[src/rtl/cpu_mem_pkg.sv]
// -----------------------------------------------------------------------------
// cpu_mem_pkg
// Shared definitions for the CPU memory subsystem. The control unit, the RAM
// and the memory port arbiter all use these.
//   - arb_state_t : arbiter sequencing states (IDLE/ACCESS/WAIT/DONE)
//   - REQ_CPU / REQ_LDR : requester IDs used for grant and owner
//   - ADDR_W_DEF / DATA_W_DEF : default RAM address and data widths
// -----------------------------------------------------------------------------
package cpu_mem_pkg;

   localparam int ADDR_W_DEF = 9;
   localparam int DATA_W_DEF = 32;

   typedef enum logic [1:0] {
      IDLE   = 2'd0,
      ACCESS = 2'd1,
      WAIT   = 2'd2,
      DONE   = 2'd3
   } arb_state_t;

   localparam logic REQ_CPU = 1'b0;
   localparam logic REQ_LDR = 1'b1;

endpackage

[src/rtl/rr_arbiter2.sv]
// -----------------------------------------------------------------------------
// rr_arbiter2
// Two-way combinational arbiter for the memory port.
// Tie-break: round-robin against last_owner by default. When the macro
// ARB_FIXED_PRIO_EN is defined, the CPU always wins a tie.
// Ports:
//   req_cpu    in  CPU request
//   req_ldr    in  loader request
//   last_owner in  previous grantee (REQ_CPU / REQ_LDR)
//   grant      out selected requester; only meaningful when a request is present
// -----------------------------------------------------------------------------
module rr_arbiter2
   import cpu_mem_pkg::*;
(
   input  logic req_cpu,
   input  logic req_ldr,
   input  logic last_owner,
   output logic grant
);

   always_comb begin
      grant = last_owner;
      if (req_cpu && req_ldr) begin
`ifdef ARB_FIXED_PRIO_EN
         grant = REQ_CPU;
`else
         grant = ~last_owner;
`endif
      end else if (req_cpu) begin
         grant = REQ_CPU;
      end else if (req_ldr) begin
         grant = REQ_LDR;
      end
   end

endmodule

[src/rtl/mem_port_arbiter.sv]
// -----------------------------------------------------------------------------
// mem_port_arbiter
// Shares the single synchronous RAM between the CPU memory path (port 0) and
// the program/data loader (port 1). It owns every RAM strobe and hides the RAM
// read latency behind a req/done handshake.
// Optional feature: define ARB_FIXED_PRIO_EN for fixed CPU priority on ties
// (the default is round-robin). The switch is inside rr_arbiter2.
// Ports:
//   Clock, Reset_n          clock, asynchronous active-low reset
//   cpu_req/we/addr/wdata   CPU request (level, held until cpu_done)
//   cpu_rdata, cpu_done     CPU read data (held), one-cycle completion
//   ldr_req/we/addr/wdata   loader request
//   ldr_rdata, ldr_done     loader read data (held), one-cycle completion
//   mem_en/we/addr/wdata    RAM strobes; mem_en is one cycle per transaction
//   mem_rdata               RAM read data
//   owner                   current or last grantee (0 = CPU, 1 = loader)
//   busy                    high whenever the sequencer is not IDLE
// -----------------------------------------------------------------------------
module mem_port_arbiter
   import cpu_mem_pkg::*;
#(
   parameter int ADDR_W      = ADDR_W_DEF,
   parameter int DATA_W      = DATA_W_DEF,
   parameter int WAIT_CYCLES = 1
)(
   input  logic              Clock,
   input  logic              Reset_n,
   input  logic              cpu_req,
   input  logic              cpu_we,
   input  logic [ADDR_W-1:0] cpu_addr,
   input  logic [DATA_W-1:0] cpu_wdata,
   output logic [DATA_W-1:0] cpu_rdata,
   output logic              cpu_done,
   input  logic              ldr_req,
   input  logic              ldr_we,
   input  logic [ADDR_W-1:0] ldr_addr,
   input  logic [DATA_W-1:0] ldr_wdata,
   output logic [DATA_W-1:0] ldr_rdata,
   output logic              ldr_done,
   output logic              mem_en,
   output logic              mem_we,
   output logic [ADDR_W-1:0] mem_addr,
   output logic [DATA_W-1:0] mem_wdata,
   input  logic [DATA_W-1:0] mem_rdata,
   output logic              owner,
   output logic              busy
);

   // WAIT counts down from WAIT_CYCLES-1; data is captured when it hits 0.
   localparam logic [3:0] WAIT_INIT = 4'(WAIT_CYCLES - 1);

   arb_state_t state_q, state_d;
   logic [3:0] cnt_q;
   logic       we_q;
   logic       owner_q;
   logic       any_req;
   logic       grant;

   assign any_req = cpu_req | ldr_req;

   rr_arbiter2 u_arb (
      .req_cpu    (cpu_req),
      .req_ldr    (ldr_req),
      .last_owner (owner_q),
      .grant      (grant)
   );

   always_comb begin
      state_d = state_q;
      case (state_q)
         IDLE:    if (any_req) state_d = ACCESS;
         ACCESS:  state_d = we_q ? DONE : WAIT;
         WAIT:    if (cnt_q == 4'd0) state_d = DONE;
         DONE:    state_d = IDLE;
         default: state_d = IDLE;
      endcase
   end

   always_ff @(posedge Clock or negedge Reset_n) begin
      if (!Reset_n) begin
         state_q   <= IDLE;
         cnt_q     <= 4'd0;
         we_q      <= 1'b0;
         owner_q   <= REQ_LDR;   // so the CPU wins the first tie
         mem_addr  <= '0;
         mem_wdata <= '0;
         cpu_rdata <= '0;
         ldr_rdata <= '0;
      end else begin
         state_q <= state_d;
         case (state_q)
            // Grant edge: the requester's inputs are not looked at again.
            IDLE: begin
               if (any_req) begin
                  owner_q   <= grant;
                  we_q      <= (grant == REQ_LDR) ? ldr_we    : cpu_we;
                  mem_addr  <= (grant == REQ_LDR) ? ldr_addr  : cpu_addr;
                  mem_wdata <= (grant == REQ_LDR) ? ldr_wdata : cpu_wdata;
               end
            end
            ACCESS: cnt_q <= WAIT_INIT;
            // Only the owner's rdata register is ever written.
            WAIT: begin
               if (cnt_q == 4'd0) begin
                  if (owner_q == REQ_LDR) ldr_rdata <= mem_rdata;
                  else                    cpu_rdata <= mem_rdata;
               end else begin
                  cnt_q <= cnt_q - 4'd1;
               end
            end
            default: ;
         endcase
      end
   end

   // Strobes decode straight from state, so an asynchronous reset drops them
   // immediately.
   assign mem_en   = (state_q == ACCESS);
   assign mem_we   = mem_en & we_q;
   assign busy     = (state_q != IDLE);
   assign cpu_done = (state_q == DONE) && (owner_q == REQ_CPU);
   assign ldr_done = (state_q == DONE) && (owner_q == REQ_LDR);
   assign owner    = owner_q;

endmodule

[config.mk]
export PLATFORM = sky130hd
export DESIGN_NAME = mem_port_arbiter
export DESIGN_NICKNAME = d
export VERILOG_FILES = /design/src/rtl/cpu_mem_pkg.sv /design/src/rtl/rr_arbiter2.sv /design/src/rtl/mem_port_arbiter.sv
export SDC_FILE = /design/constraint.sdc
export NUM_CORES = 1
export LEC_CHECK = 0
export ABC_AREA = 1
export CORE_MARGIN = 2
export CORE_UTILIZATION = 40
export CTS_CLUSTER_SIZE = 24
export DETAILED_ROUTE_END_ITERATION = 10
export GPL_ROUTABILITY_DRIVEN = 0
export GPL_TIMING_DRIVEN = 1
export HOLD_SLACK_MARGIN = 0.06
export PLACE_DENSITY = 0.76
export SYNTH_ARGS = -nofsm -noshare
export SYNTH_HDL_FRONTEND = slang
export SYNTH_SLANG_ARGS = --single-unit
[constraint.sdc]
create_clock -name Clock -period 3.3 [get_ports Clock]
set_input_delay 0.495 -clock Clock [delete_from_list [all_inputs] [get_ports Clock]]
set_output_delay 0.495 -clock Clock [all_outputs]
set_load 0.02 [all_outputs]
==> results.toml <==
[layout]
nets = 1015
antenna-diode-count = 0
register_area_um2 = 2830
fillerInstances = 1125
drive_gt1_share_pct = 6.54
final_util_pct = 63.3
syn_to_final_growth_pct = 54.9
multi_input_area_um2 = 1840

[clock_network]
cts_resized = 0
cts.clk_slew.worst_paths_ps = 50
numCtsBuffers = 17
cts_tree = "yes"
clock-root-buffer = "clkbuf_16"
ctsHoldBuffers = 0
cts_setup_buffers = 0
cts_sinks = 113
cts.htree.levels = 4
clock_latency_ps = 410
clockBufferDepth = 2

[floorplanning]
fp.coreArea_um2 = 13200
start_util_pct = 40.8
die_area_um2 = 14400
io_pins = 231
rows = 42
die_w_um = 120
fp.dieH_um = 120

[detailed_routing]
vias = 4864
drc_errors = 0
detail-route-antenna-nets = 0
wl_per_cell_um = 13.2
via_per_inst = 4.51
totalWireLength_mm = 14.2
drt_first_pass_iters = 4
drt_iter0_markers = 427

[sta]
finalClockSkew_ps = 8.72
post-route-period-util_pct = 73.9
fmax_mhz = 410
fin_crit_ps = 2440
slew_violations = 0
slew-limit-headroom_pct = 33.8
setup_violations = 0
rsz0062_at_grt = "false"
finalHoldViolCount = 0
tightest_slew_ps = 993
finalSetupTns_ps = 0

[synthesis]
synth_seq_cells = 113
syn-instance-count = 669
ys_seq_area_share_pct = 52.5
syn-cell-area_um2 = 5390
synth_cell_types = 20
syn_avg_cell_area_um2 = 8.05
syn_nets = 795
yosysWarnings = 0

[placed_design]
port_buffers = 230
dpl.hpwl_mm = 9.91

[critical_path]
worstSetupStartpointType = "flip-flop"
crit_type = "flip-flop to output pin"
critPathRequiredTime_ps = 2800
endpoint_kind = "output pin"
critPathArrivalTime_ps = 1940
path_max_fanout = 5

[global_routing]
grt_max_degree = 65
grt_pass1_vias = 4803
grt_overflow = 0
grt_pass1_wl_mm = 23.5
track_usage_pct = 20.7
antenna_found_initial = 0

[power_and_ir_drop]
p_per_area_nw_per_um2 = 1010
vdd_drop_max_uv = 482
p_leak_nw = 4.25

[job]
cap_viol_max_count = 0

[status]
status = "finished clean"

[hold_path]
worstHoldPathType = "input pin to async pin"
## registers in the layout, summed over array words and instances, names as in the netlist
| name | flops |
|---|---|
| cnt_q | 4 |
| mem_addr | 9 |
| we_q | 1 |
| owner | 1 |
| cpu_rdata | 32 |
| mem_wdata | 32 |
| state_q | 2 |
| ldr_rdata | 32 |
## cell usage in the layout, fill, tap and decap left out, types with 2 or more instances in the layout
master,n
o21ai_2,15
nor2_1,3
inv_1,129
clkdlybuf4s50_1,229
clkbuf_16,17
nand2_2,2
inv_2,2
buf_4,5
clkbuf_1,4
bufinv_16,4
clkinvlp_4,2
nand4_4,2
dfrtp_1,112
clkinv_2,3
nand2_1,217
nand3_1,91
ha_1,6
o21ai_1,50
## cells by family (layout without fill, tap and decap cells)
| kind of cell | after synthesis | count (layout) | synth area share [%] |
|---|---|---|---|
| and+or+nand+nor | 317 | 317 | 25.1 |
| buffers and inverters | 165 | 398 | 13.4 |
| DFF | 113 | 113 | 52.5 |
| AOI/OAI and AO/OA | 67 | 67 | 7.34 |
| adders and majority gates | 6 | 6 | 1.39 |
| xor gates and xnor gates | 1 | 1 | 0.163 |
## metal layers
metal  wire, µm  part of all wire [%]  vias to the layer above  GRT usage [%]
met2       6630                    47                      165           33.6
met4        377                   2.7                        0           9.49
met1       6180                    43                     2197           25.2
li1           -                     -                     2478              -
met5          0                     0                        -              0
met3       1020                   7.2                       24           6.65
## critical path, cell delays in order, from the launching register on
cell	delay, ps
dfrtp_1	420
inv_1	120
ha_1	280
inv_1	100
clkdlybuf4s50_1	620
## cells in the mapped netlist
master / n / area share, %
nand2_1: 217 / 15
inv_1: 129 / 9.0
dfrtp_1: 112 / 52
nand3_1: 91 / 8.5
o21ai_1: 50 / 4.6
buf_2: 17 / 1.6
o21ai_2: 16 / 2.6
buf_4: 8 / 1.1
buf_6: 7 / 1.5
ha_1: 6 / 1.4
nor2_1: 3 / 0.21
clkbuf_1: 2 / 0.14
inv_2: 2 / 0.14
nand2_2: 2 / 0.23
nand4_4: 2 / 0.79
a21oi_1: 1 / 0.093
dfstp_2: 1 / 0.49
nor2_4: 1 / 0.21
or2_2: 1 / 0.12
xor2_1: 1 / 0.16
## per-stage QoR
stage	hold WS, ps	total power [mW]	area, µm²	std cells	setup slack [ps]
2_1_floorplan	199	4.77	5390	669	1790
3_3_place_gp	455	6.52	7730	1046	1080
3_5_place_dp	464	6.58	7730	1046	1020
4_1_cts	120	8.53	8340	1078	818
5_1_grt	151	8.98	8340	1078	728
6_report	102	8.44	8340	1078	862
## final timing paths
check | startpoint | to | slack [ps] | cells past startpoint
worst max-delay path | state_q[0] | busy | 860 | 4
worst min-delay path | Reset_n | mem_wdata[6] | 100 | 1
worst max register to register | state_q[0] | ldr_rdata[22] | 1010 | 4
worst min register to register | cnt_q[0] | cnt_q[0] | 470 | 2
max in group asynchronous | Reset_n | owner | 2360 | 2
min in group Clock | cnt_q[0] | cnt_q[0] | 470 | 2
## where the power goes
part | switching, mW | leakage [nW] | internal [mW] | total, mW
clock | 0.622 | 0.294 | 1.28 | 1.90
sequential | 0.384 | 1.39 | 2.07 | 2.46
combinational | 2.28 | 2.57 | 1.80 | 4.08
## area by class of cell
| cell class | instances | share of cell area [%] |
|---|---|---|
| inverter | 131 | 5.89 |
| tap | 176 | 2.64 |
| multi-input combinational | 391 | 22.1 |
| timing repair buffer | 235 | 28.2 |
| clock buffer | 22 | 5.44 |
| clock inverter | 10 | 1.90 |
| sequential | 113 | 33.9 |
No activity file was read; power rests on OpenSTA's default activity.
